[config.mk]
export PLATFORM = sky130hd
export DESIGN_NAME = traffic_phase_scheduler
export DESIGN_NICKNAME = d
export VERILOG_FILES = /design/src/rtl/traffic_phase_scheduler.sv
export SDC_FILE = /design/constraint.sdc
export NUM_CORES = 1
export LEC_CHECK = 0
export BUFFER_PORTS_ARGS = -buffer_cell sky130_fd_sc_hd__buf_2
export CAP_MARGIN = 40
export CORE_ASPECT_RATIO = 1.75
export CORE_MARGIN = 4
export CORE_UTILIZATION = 25
export CTS_BUF_LIST = sky130_fd_sc_hd__clkbuf_4
export CTS_CLUSTER_SIZE = 10
export DETAILED_ROUTE_END_ITERATION = 6
export GPL_TIMING_DRIVEN = 0
export PLACE_DENSITY_LB_ADDON = 0.12
export SETUP_SLACK_MARGIN = 0.15
export SLEW_MARGIN = 40
export SYNTH_ARGS = -nofsm -noshare
export SYNTH_HDL_FRONTEND = slang
export SYNTH_SLANG_ARGS = --single-unit
[constraint.sdc]
create_clock -name clk -period 2.9 [get_ports clk]
set_input_delay 0.58 -clock clk [delete_from_list [all_inputs] [get_ports clk]]
set_output_delay 0.58 -clock clk [all_outputs]
set_load 0.1 [all_outputs]
[src/rtl/traffic_phase_scheduler.sv]
// Two-road intersection phase scheduler: green/yellow/all-red sequencing
// arbitrated between emergency pre-emption, night flash and pedestrians.
module traffic_phase_scheduler #(
  parameter int CNT_W    = 12,
  parameter int T_CLEAR  = 250,
  parameter int T_G_MIN  = 500,
  parameter int T_G1_MAX = 2500,
  parameter int T_G2_MAX = 2250,
  parameter int T_Y      = 250,
  parameter int T_FLASH  = 50
) (
  input  logic clk,
  input  logic ret,
  input  logic ped1_req,
  input  logic ped2_req,
  input  logic emg_req,
  input  logic emg_dir,
  input  logic night,
  output logic red1,
  output logic yellow1,
  output logic green1,
  output logic red2,
  output logic yellow2,
  output logic green2,
  output logic ped1_walk,
  output logic ped2_walk,
  output logic ped1_pend,
  output logic ped2_pend,
  output logic emg_active
);

  typedef enum logic [2:0] {
    S_INIT,
    S_ALLRED,
    S_G1R2,
    S_Y1R2,
    S_R1G2,
    S_R1Y2,
    S_EMG,
    S_FLASH
  } state_e;

  localparam logic [CNT_W-1:0] C_ONE    = CNT_W'(1);
  localparam logic [CNT_W-1:0] C_CLEAR  = CNT_W'(T_CLEAR);
  localparam logic [CNT_W-1:0] C_G_MIN  = CNT_W'(T_G_MIN);
  localparam logic [CNT_W-1:0] C_G1_MAX = CNT_W'(T_G1_MAX);
  localparam logic [CNT_W-1:0] C_G2_MAX = CNT_W'(T_G2_MAX);
  localparam logic [CNT_W-1:0] C_Y      = CNT_W'(T_Y);
  localparam logic [CNT_W-1:0] C_FLASH  = CNT_W'(T_FLASH);

  // lamp vector order: {red1, yellow1, green1, red2, yellow2, green2}
  localparam logic [5:0] L_INIT = 6'b010_010;
  localparam logic [5:0] L_AR   = 6'b100_100;
  localparam logic [5:0] L_G1   = 6'b001_100;
  localparam logic [5:0] L_Y1   = 6'b010_100;
  localparam logic [5:0] L_G2   = 6'b100_001;
  localparam logic [5:0] L_Y2   = 6'b100_010;

  state_e           state_q, state_d;
  logic [CNT_W-1:0] count_q, count_d;
  logic             nxt_dir_q, nxt_dir_d;
  logic             emg_pend_q, emg_pend_d;
  logic             emg_dir_q, emg_dir_d;
  logic             ped1_pend_q, ped1_pend_d;
  logic             ped2_pend_q, ped2_pend_d;
  logic             flash_q, flash_d;
  logic [5:0]       lamp_q, lamp_d;
  logic             walk1_q, walk1_d;
  logic             walk2_q, walk2_d;
  logic             emg_act_q, emg_act_d;

  logic emg_acc;
  logic emg_hit;
  logic emg_dir_eff;
  logic entry;
  logic flash_edge;

  always_ff @(posedge clk or negedge ret) begin
    if (!ret) begin
      state_q     <= S_INIT;
      count_q     <= '0;
      nxt_dir_q   <= 1'b0;
      emg_pend_q  <= 1'b0;
      emg_dir_q   <= 1'b0;
      ped1_pend_q <= 1'b0;
      ped2_pend_q <= 1'b0;
      flash_q     <= 1'b0;
      lamp_q      <= L_INIT;
      walk1_q     <= 1'b0;
      walk2_q     <= 1'b0;
      emg_act_q   <= 1'b0;
    end else begin
      state_q     <= state_d;
      count_q     <= count_d;
      nxt_dir_q   <= nxt_dir_d;
      emg_pend_q  <= emg_pend_d;
      emg_dir_q   <= emg_dir_d;
      ped1_pend_q <= ped1_pend_d;
      ped2_pend_q <= ped2_pend_d;
      flash_q     <= flash_d;
      lamp_q      <= lamp_d;
      walk1_q     <= walk1_d;
      walk2_q     <= walk2_d;
      emg_act_q   <= emg_act_d;
    end
  end

  always_comb begin
    emg_acc     = emg_req && !emg_pend_q
                  && (state_q != S_EMG);
    emg_hit     = emg_pend_q || emg_acc;
    // a request accepted this very edge has not latched its direction yet
    emg_dir_eff = emg_pend_q ? emg_dir_q : emg_dir;
    flash_edge  = (state_q == S_FLASH)
                  && (count_q == C_FLASH);
    state_d     = state_q;
    nxt_dir_d   = nxt_dir_q;
    flash_d     = flash_q;

    unique case (state_q)
      S_INIT: state_d = S_ALLRED;
      S_ALLRED: begin
        if (count_q == C_CLEAR) begin
          if (emg_pend_q)      state_d = S_EMG;
          else if (night)      state_d = S_FLASH;
          else if (!nxt_dir_q) state_d = S_G1R2;
          else                 state_d = S_R1G2;
        end
      end
      S_G1R2: begin
        if (emg_hit)
          state_d = emg_dir_eff ? S_Y1R2 : S_EMG;
        else if (count_q == C_G1_MAX)
          state_d = S_Y1R2;
        else if (ped1_pend_q && count_q >= C_G_MIN)
          state_d = S_Y1R2;
      end
      S_Y1R2: begin
        if (count_q == C_Y) begin
          state_d   = S_ALLRED;
          nxt_dir_d = 1'b1;
        end
      end
      S_R1G2: begin
        if (emg_hit)
          state_d = emg_dir_eff ? S_EMG : S_R1Y2;
        else if (count_q == C_G2_MAX)
          state_d = S_R1Y2;
        else if (ped2_pend_q && count_q >= C_G_MIN)
          state_d = S_R1Y2;
      end
      S_R1Y2: begin
        if (count_q == C_Y) begin
          state_d   = S_ALLRED;
          nxt_dir_d = 1'b0;
        end
      end
      S_EMG: begin
        if (!emg_req)
          state_d = emg_dir_q ? S_R1Y2 : S_Y1R2;
      end
      S_FLASH: begin
        if (flash_edge) begin
          if (emg_pend_q || !night) begin
            state_d   = S_ALLRED;
            nxt_dir_d = 1'b0;
          end else begin
            flash_d = !flash_q;
          end
        end
      end
      default: state_d = S_INIT;
    endcase

    entry = (state_d != state_q);
    if (entry && state_d == S_FLASH)
      flash_d = 1'b1;

    if (entry || flash_edge)
      count_d = C_ONE;
    else if (state_q == S_EMG)
      count_d = count_q;
    else
      count_d = count_q + C_ONE;

    emg_pend_d = emg_pend_q;
    emg_dir_d  = emg_dir_q;
    if (emg_acc) begin
      emg_pend_d = 1'b1;
      emg_dir_d  = emg_dir;
    end
    if (entry && state_d == S_EMG)
      emg_pend_d = 1'b0;

    // clear on green entry overrides a same-edge request
    ped1_pend_d = ped1_pend_q;
    if (ped1_req && !walk1_q && state_q != S_FLASH)
      ped1_pend_d = 1'b1;
    if (entry && state_d == S_R1G2)
      ped1_pend_d = 1'b0;

    ped2_pend_d = ped2_pend_q;
    if (ped2_req && !walk2_q && state_q != S_FLASH)
      ped2_pend_d = 1'b1;
    if (entry && state_d == S_G1R2)
      ped2_pend_d = 1'b0;
  end

  always_comb begin
    lamp_d    = L_INIT;
    walk1_d   = 1'b0;
    walk2_d   = 1'b0;
    emg_act_d = 1'b0;
    unique case (state_d)
      S_INIT:   lamp_d = L_INIT;
      S_ALLRED: lamp_d = L_AR;
      S_G1R2: begin
        lamp_d  = L_G1;
        walk2_d = 1'b1;
      end
      S_Y1R2:   lamp_d = L_Y1;
      S_R1G2: begin
        lamp_d  = L_G2;
        walk1_d = 1'b1;
      end
      S_R1Y2:   lamp_d = L_Y2;
      S_EMG: begin
        lamp_d    = emg_dir_d ? L_G2 : L_G1;
        emg_act_d = 1'b1;
      end
      S_FLASH:
        lamp_d = {1'b0, flash_d, 2'b00, flash_d, 1'b0};
      default:  lamp_d = L_INIT;
    endcase
  end

  assign red1       = lamp_q[5];
  assign yellow1    = lamp_q[4];
  assign green1     = lamp_q[3];
  assign red2       = lamp_q[2];
  assign yellow2    = lamp_q[1];
  assign green2     = lamp_q[0];
  assign ped1_walk  = walk1_q;
  assign ped2_walk  = walk2_q;
  assign ped1_pend  = ped1_pend_q;
  assign ped2_pend  = ped2_pend_q;
  assign emg_active = emg_act_q;

endmodule

# After elaboration in Yosys (flattened, before gate mapping)

Index checks and enable logic that the tools add are counted.

Output and inout port bits: 11
Flip-flop bits (word level): 30
Memory bits (read-only): 0
Bits in latches: 0
Bits in writable memories: 0
Input bits: 7
Memories kept: 0
Word-level logic and storage cells: 111

Multiplexer cells: 42
Add/sub/neg operators: 1
Bitwise logic cells: 0
$mul: 0
Shifts and indexed selects: 0
$lt $le $gt $ge: 1
Equality and inequality tests: 26
Reductions and logical operators: 29
Divide/modulo/power cells: 0

Operators by type and width:

| operator                                             | count |
|---|---|
| two-way mux 3 bit                                    | 16 |
| case mux 6 bit (8 select lines)                      | 1 |
| == test 12 bit, second input constant                | 2 |
| == test 3 bit, second input constant                 | 8 |
| two-way mux 12 bit                                   | 2 |
| case mux 3 bit (7 select lines)                      | 1 |
| two-way mux 1 bit                                    | 19 |
| logical AND 1 bit                                    | 13 |
| adder 12 x 1 -> 12 bit, second input constant        | 1 |
| == test 12 x 6 -> 1 bit, second input constant       | 1 |
| == test 12 x 8 -> 1 bit, second input constant       | 1 |
| == test 3 x 2 -> 1 bit, second input constant        | 4 |
| >= comparator 12 x 9 -> 1 bit, second input constant | 1 |
| != test 2 bit, second input constant                 | 4 |
| == test 3 x 1 -> 1 bit, second input constant        | 2 |
| logical NOT 3 bit                                    | 2 |
| two-way mux 6 bit                                    | 1 |
| != test 3 bit, second input constant                 | 2 |
| nonzero test 2 bit                                   | 3 |
| logical NOT 1 bit                                    | 5 |
| AND reduction 5 bit                                  | 1 |
| logical OR 1 bit                                     | 3 |
| != test 3 bit                                        | 1 |
| case mux 1 bit (3 select lines)                      | 1 |
| 4 further kinds                                      | 4 |

# Logic depth before layout (Yosys ltp)

Gate-level depths: netlist (run 1).

Depth in word-level cells: 10
Depth in mapped cells: 10

# Worst setup path after synthesis (run 1)

No wires, ideal clock.

Path kind: register to register
Start point: register count_q[8]
End point: register count_q[10]
Setup time: 0.071 ns
Cell stages (with the launch flop): 10
Arrival time: 2.361 ns
Path buffers: 2
Period minus slack after synthesis: 2.432 ns
Setup slack: 0.468 ns
Cells stage by stage: dfrtp_1 -> buf_6 -> or4_4 -> nor4_4 -> a21oi_2 -> a211oi_4 -> inv_2 -> a211o_1 -> buf_2 -> nor2_1

Longest elaborated chain between the ends: 9
Elaborated cells on any way between the ends: 24

RTL lines:

| item                                                                        | RTL line | source |
|---|---|---|
| from (decl)                                                                 | 60       | `logic [CNT_W-1:0] count_q, count_d;` |
| from (signal assigned)                                                      | 94       | `count_q <= count_d;` |
| >= comparator 12 x 9 -> 1 bit                                               | 135, 149 |  |
| logical AND 1 bit, on equally long branches                                 | 149, 135 |  |
| two-way mux 3 bit, on equally long branches                                 | 149, 135 |  |
| two-way mux 3 bit, on equally long branches                                 | 147, 133 |  |
| two-way mux 3 bit, on equally long branches                                 | 145, 131 |  |
| case mux 3 bit (7 select lines) *                                           | 120      | `unique case (state_q)` |
| via state_d[0]                                                              | 59       | `state_e state_q, state_d;` |
| != test 3 bit *                                                             | 175      | `entry = (state_d != state_q);` |
| logical OR 1 bit *                                                          | 179      | `if (entry \|\| flash_edge)` |
| != test 2 bit (no source line) / two-way mux 12 bit (equally long branches) | --       |  |

Mark *: on every way through the listed nets, which the timed path passes. The rest lies on a longest branch. The select of a mux whose other input is x is not followed.
A chain may end at the register's enable or synchronous reset.

# Worst setup path after layout (run 1)

Start point: register count_q[8]
End point: register count_q[4]

The elaborated chain is that of the path after synthesis.

==> summary.txt, run 1 <==
Status
  – Run status: finished, final reports clean

Route
  – Met1 WL: approximately 1600 um
  – First-pass detailed-route iteration total: 4
  – 1st-iter DRT viols: 61
  – Met2 Routed Length: approximately 2700 um
  – DR vias: 1491
  – DR top layer: met4
  – Final ANT Viol Nets: 0
  – WL final: 4633 um
  – DRC: 0
  – Avg Vias per Cell: between 4 and 5
  – Wire per inst: 15.34 um
  – Met3 WL: 156 um

Timing
  – Fin crit period: about 2700 ps
  – Worst-Margin Slew: 680.6 ps
  – Worst Skew: roughly 11 ps
  – Fmax: 375.4 MHz
  – Slew Limit Headroom: a little over half
  – Max-slew violations: 0
  – Total negative slack: 0 ps
  – Final hold vios: 0
  – Final cycle utilization of the critical path: 91.85%
  – Final worst setup slack: 236.4 ps
  – Final Setup Violations: 0
  – RSZ-0062 raised after global routing: true

Setup path
  – Worst R2R Setup Slack: 240 ps
  – Worst setup EP type: register
  – Worst-path cell chain: buf_6 -> or4_4 -> nor4_4 -> a21oi_2 -> a211oi_4 -> inv_2 -> a211o_1 -> buf_6 -> nor2_1
  – Crit Path Class: reg -> reg
  – Critical path's top delay family: simple AND/OR/NAND/NOR gates
  – Startpoint Class: register
  – Worst-path fanout max: 10
  – Crit path DAT: 2940 ps
  – CP required: 3170 ps
  – Slowest-stage cell, CP: or4_4
  – Most common cell on crit path: buf_6
  – Delay of the slowest cell on the worst path: 550 ps
  – CP Buf/Inv Count: 3

Logic synthesis
  – Seq cells post-synth: 30
  – Predominant post-synthesis flop cell: dfrtp_1
  – Syn Nets: 198
  – Mean Syn Cell Area: between 9 and 10 um^2
  – Synth area leaders: dfrtp_1 40%, nor2_1 4.5%, nand2_1 3.7%, xnor2_1 3.5%, a21oi_1 3.2%
  – Most instantiated cells after synthesis: 28 x dfrtp_1, 21 x nor2_1, 17 x nand2_1, 11 x a21oi_1
  – Yosys top cell by area: dfrtp_1
  – Synthesis Warnings: 0
  – Distinct cells, synth: ~50
  – Asr flop ratio synth: 100.0%
  – Cell Area, Synth: 1743 um^2
  – Top cell type's share of synthesized area: 40.20%
  – Most common cell in the netlist: dfrtp_1
  – Cell count after synthesis: 188
  – Register area share after synthesis: roughly 43%
  – Post-synth EDFFs: 0

Cells and area
  – Final core occ: 30.72%
  – Layout cell share with drive strength beyond 1: 24.31%
  – Biggest register: count_q
  – N_diodes: 0
  – Fin nets: 228
  – Largest registers: count_q x12, lamp_q x6, state_q x3
  – Max FFs per register: 12
  – Area Overhead vs Synth: 19.96%

Pwr
  – Tot Pwr: 1.317 mW
  – Internal: 0.8058 mW
  – Net Switching: 0.5114 mW
  – VDD IR max: 0.2070 mV
  – Power Density: roughly 630 nW/um^2
  – Leak pwr: 0.9289 nW
  – Combinational share of power: 34.7%
  – Share of power burned in registers: 41.0%
  – Clock share of power: 24.3%
  – Switching part of the total: between 30% and 40%

CTS
  – Clk sink count: 30
  – Clock Path Buffers: 2
  – CTS clk-pin slew, worst paths: 100 ps
  – Hold bufs inserted after CTS: 0
  – CTS tree: done
  – CTS buffer count: 5
  – Worst skew pair latency: 340 ps
  – Root cell of the clock tree: clkbuf_4
  – H-Tree Depth: 2

Placed design
  – Port Buffers: 17
  – Hpwl dp: 3591 um
  – Setup slack at placement: -42.07 ps
  – Final RePlAce weighted congestion: 0.8066

Die
  – Site Rows: 40
  – Die Width: 71.12 um
  – Core Area: around 6800 um^2
  – Starting Density: 25.61%
  – DIE HEIGHT: 118.5 um
  – Die area: 8424 um^2
  – Io pins: 18

Global route
  – Vias in the first global route: 1504
  – GRT overflow: 0
  – First-pass GRT wire length: between 7000 and 8000 um
  – Largest net degree at the start of global routing: 31
  – Gr usage total: between 10% and 20%
  – Initial antenna violation count: 0

Run
  – Number of max-cap violations: 0

Min path
  – Worst min-delay path category: in -> async
-- cell usage in the layout, fill, tap and decap left out, drive strengths merged, types with 3 or more instances in the layout --
master	synthesis	layout
nand3	7	7
nand3b	4	4
o21ai	4	4
dfrtp	28	28
inv	8	8
buf	4	27
and3	6	6
clkbuf	3	8
xnor2	7	7
nor3	4	4
or2	3	3
xor2	5	5
a31oi	5	5
o31ai	3	3
nand2	17	17
nor4	3	3
a21oi	12	12
nand4	5	5
nor3b	5	5
ha	3	3
nor2	21	21
-- final cells by class --
type                       instances  area (um^2)
buffer                             7        45.04
sequential                        30        754.5
clock inverter                     2        33.78
inverter                           8        30.03
fill                             762         4716
multi-input combinational        143        954.7
clock buffer                       5        37.54
tap                               84        105.1
timing repair buffer              23        130.1
-- per-stage QoR --
step	instances	hold slack, ps	instance area (um^2)
finish	302	274.4	2091
global route	302	317.2	2091
CTS	297	288.3	2019
floorplan	188	284.4	1743
detailed placement	289	546.7	1933
global placement	289	538.5	1933
-- path summary, 6_finish.rpt --
kind                                 start         end  depth (start not counted)
worst max-delay path            count_q[8]  count_q[4]                          9
worst min-delay path                   ret  count_q[1]                          1
worst max register to register  count_q[8]  count_q[4]                          9
worst min register to register     flash_q     flash_q                          2
max in group asynchronous              ret  count_q[9]                          1
min in group clk                  ped1_req   ped1_pend                          3
-- power by group through the flow --
| stage | Clock [mW] | Sequential, mW | Combinational (mW) |
|---|---|---|---|
| after detailed placement | 0 | 0.550 | 0.448 |
| after global placement | 0 | 0.551 | 0.451 |
| final | 0.320 | 0.540 | 0.457 |
| after floorplan | 0 | 0.639 | 0.243 |
| after CTS | 0.335 | 0.541 | 0.454 |
| after global routing | 0.354 | 0.551 | 0.506 |
-- routing by layer --
layer / up-vias / track usage [%]
li1: 739 / -
met1: 717 / 11.72
met2: 26 / 22.91
met3: 9 / 2.468
met4: 0 / 6.235
met5: - / 0
-- cell families (layout without fill, tap and decap cells) --
group | count (synthesis) | after routing | share of synthesized area (%)
AND/OR/NAND/NOR | 91 | 91 | 29.94
AO/OA/AOI/OAI | 36 | 36 | 14.22
flip-flops | 30 | 30 | 43.22
buffers and inverters | 15 | 45 | 3.876
XOR/XNOR | 12 | 12 | 6.030
adder cells (fa/ha/maj) | 3 | 3 | 2.154
multiplexers | 1 | 1 | 0.5743
-- repair_timing --
item / in CTS / in global routing
pin swaps: 1 / 4
hold endpoints to repair: 0 / 0
buffers inserted: 1 / 5
endpoints found under the setup margin: 11 / 16
gates resized for setup: 2 / 10
(Power assumes the default switching activity.)
==> run 2: changes to the inputs <==
==> constraint.sdc (replaced) <==
create_clock -name clk -period 3.35 [get_ports clk]
set_input_delay 0.67 -clock clk [delete_from_list [all_inputs] [get_ports clk]]
set_output_delay 0.67 -clock clk [all_outputs]
set_load 0.1 [all_outputs]
==> summary.txt, run 2 (synthesis results as in run 1) <==
Global route
  – Vias in the first global route: 1499 (was 1504)
  – Initial antenna violation count: 0 (unchanged)
  – Gr usage total: 11.86% (was 12.05%)
  – First-pass GRT wire length: 7610 um (was 7707 um)
  – GRT overflow: 0 (unchanged)
  – Largest net degree at the start of global routing: 31 (unchanged)

Min path
  – Worst min-delay path category: in -> async (unchanged)

Die
  – Starting Density: 25.61% (unchanged)
  – Die area: 8424 um^2 (unchanged)
  – Die Width: 71.12 um (unchanged)
  – Core Area: 6807 um^2 (unchanged)
  – Io pins: 18 (unchanged)
  – DIE HEIGHT: 118.5 um (unchanged)
  – Site Rows: 40 (unchanged)

CTS
  – CTS buffer count: 5 (unchanged)
  – Hold bufs inserted after CTS: 0 (unchanged)
  – CTS clk-pin slew, worst paths: 100 ps (about the same)
  – Root cell of the clock tree: clkbuf_4 (unchanged)
  – H-Tree Depth: 2 (unchanged)
  – CTS tree: done (unchanged)
  – Clk sink count: 30 (unchanged)
  – Clock Path Buffers: 2 (unchanged)
  – Post_cts resized: 0 (was 2)
  – Worst skew pair latency: 350 ps (was 340 ps)
  – Postcts setup bufs: 0 (was 1)

Placed design
  – Port Buffers: 17 (unchanged)
  – Placed cell area: 1933 um^2 (unchanged)
  – Final RePlAce weighted congestion: 0.8066 (unchanged)
  – Setup slack at placement: 407.9 ps (was -42.07 ps)
  – Hpwl dp: 3591 um (unchanged)

Cells and area
  – Fin nets: 222 (was 228)
  – Most common cell after layout, fill and taps aside: dfrtp_1 (unchanged)
  – N_diodes: 0 (unchanged)
  – Max FFs per register: 12 (unchanged)
  – Layout cell share with drive strength beyond 1: 19.81% (was 24.31%)
  – Area Overhead vs Synth: 15.36% (was 19.96%)
  – Final core occ: 29.54% (was 30.72%)
  – Largest registers: count_q x12, lamp_q x6, state_q x3 (unchanged)
  – Design Area, Final: 2011 um^2 (was 2091 um^2)
  – Biggest register: count_q (unchanged)
  – Commonest non-fill, non-tap cells in the layout: 28 x dfrtp_1, 21 x nor2_1, 20 x buf_2 (was 27 x dfrtp_1, 21 x nor2_1, 19 x buf_2)

Setup path
  – Crit path DAT: 3130 ps (was 2940 ps)
  – FF-to-FF End: count_q[4] (unchanged)
  – R2R cell count: 9 (unchanged)
  – Reg2reg start: count_q[3] (was count_q[8])
  – Crit Path Class: reg -> reg (unchanged)
  – Startpoint Class: register (unchanged)
  – Worst-path fanout max: 10 (unchanged)
  – CP required: 3630 ps (was 3170 ps)
  – Timing startpoint of the critical path: count_q[3] (was count_q[8])
  – Worst R2R Setup Slack: 500 ps (was 240 ps)
  – Worst setup EP type: register (unchanged)

Route
  – Wire per inst: 15.41 um (was 15.34 um)
  – 1st-iter DRT viols: 52 (was 61)
  – Avg Vias per Cell: 4.916 (was 4.937)
  – WL final: 4561 um (was 4633 um)
  – DRC: 0 (unchanged)
  – DR vias: 1455 (was 1491)
  – First-pass detailed-route iteration total: 4 (unchanged)
  – Final ANT Viol Nets: 0 (unchanged)

Timing
  – Worst Skew: 11.18 ps (was 11.49 ps)
  – Final Setup Violations: 0 (unchanged)
  – Final cycle utilization of the critical path: 85.01% (was 91.85%)
  – Fmax: 351.1 MHz (was 375.4 MHz)
  – RSZ-0062 raised after global routing: false (was true)
  – Slew Limit Headroom: 54.92% (was 54.63%)
  – Max-slew violations: 0 (unchanged)
  – Total negative slack: 0 ps (unchanged)
  – Worst-Margin Slew: 659.1 ps (was 680.6 ps)
  – Final hold vios: 0 (unchanged)
  – Final worst setup slack: 502.1 ps (was 236.4 ps)
  – Fin crit period: 2848 ps (was 2664 ps)

Pwr
  – VDD IR max: 0.1769 mV (was 0.2070 mV)
  – Tot Pwr: 1.133 mW (was 1.317 mW)
  – Power Density: 563.5 nW/um^2 (was 630.0 nW/um^2)
  – Leak pwr: 0.8950 nW (was 0.9289 nW)

Run
  – Number of max-cap violations: 0 (unchanged)

Status
  – Run status: finished, final reports clean (unchanged)
[run 2: area by class of cell]
| cell class | instances | area (um^2) |
|---|---|---|
| fill | 767 | 4796 |
| multi-input combinational | 143 | 928.4 |
| buffer | 7 | 37.54 |
| clock inverter | 2 | 33.78 |
| tap | 84 | 105.1 |
| clock buffer | 5 | 37.54 |
| timing repair buffer | 17 | 85.08 |
| inverter | 8 | 30.03 |
| sequential | 30 | 753.2 |
[run 2: where the power goes]
group | switching, mW | internal, mW
clock network | 0.128 | 0.151
registers | 0.0470 | 0.419
logic | 0.267 | 0.122
total | 0.441 | 0.692
[run 2: critical path, cell delays in order, from the launching register on]
cell       delay (ps)
dfrtp_1           370
clkbuf_1          190
o21a_1            220
a2111oi_0         630
o22ai_1           220
a211oi_4          330
inv_2             150
a211o_1           350
buf_2             200
nor2_1            120
[run 2: worst max path at each step]
stage	to	slack, ps	depth (start not counted)
final	count_q[4]	500	9
after global placement	count_q[5]	410	7
after floorplan	count_q[10]	920	9
after global routing	count_q[7]	330	9
after CTS	count_q[3]	380	8
after detailed placement	count_q[9]	410	8
[run 2: stage by stage]
stage               hold slack (ps)  instances
finish                        358.0        296
global route                  407.7        296
detailed placement            546.7        289
global placement              538.5        289
floorplan                     374.4        188
CTS                           378.3        296
[run 2: routing by layer]
layer	track usage (%)	routed length, um
met3	2.468	143
met2	22.44	2609
met1	11.56	1660
met4	6.235	147
met5	0	0
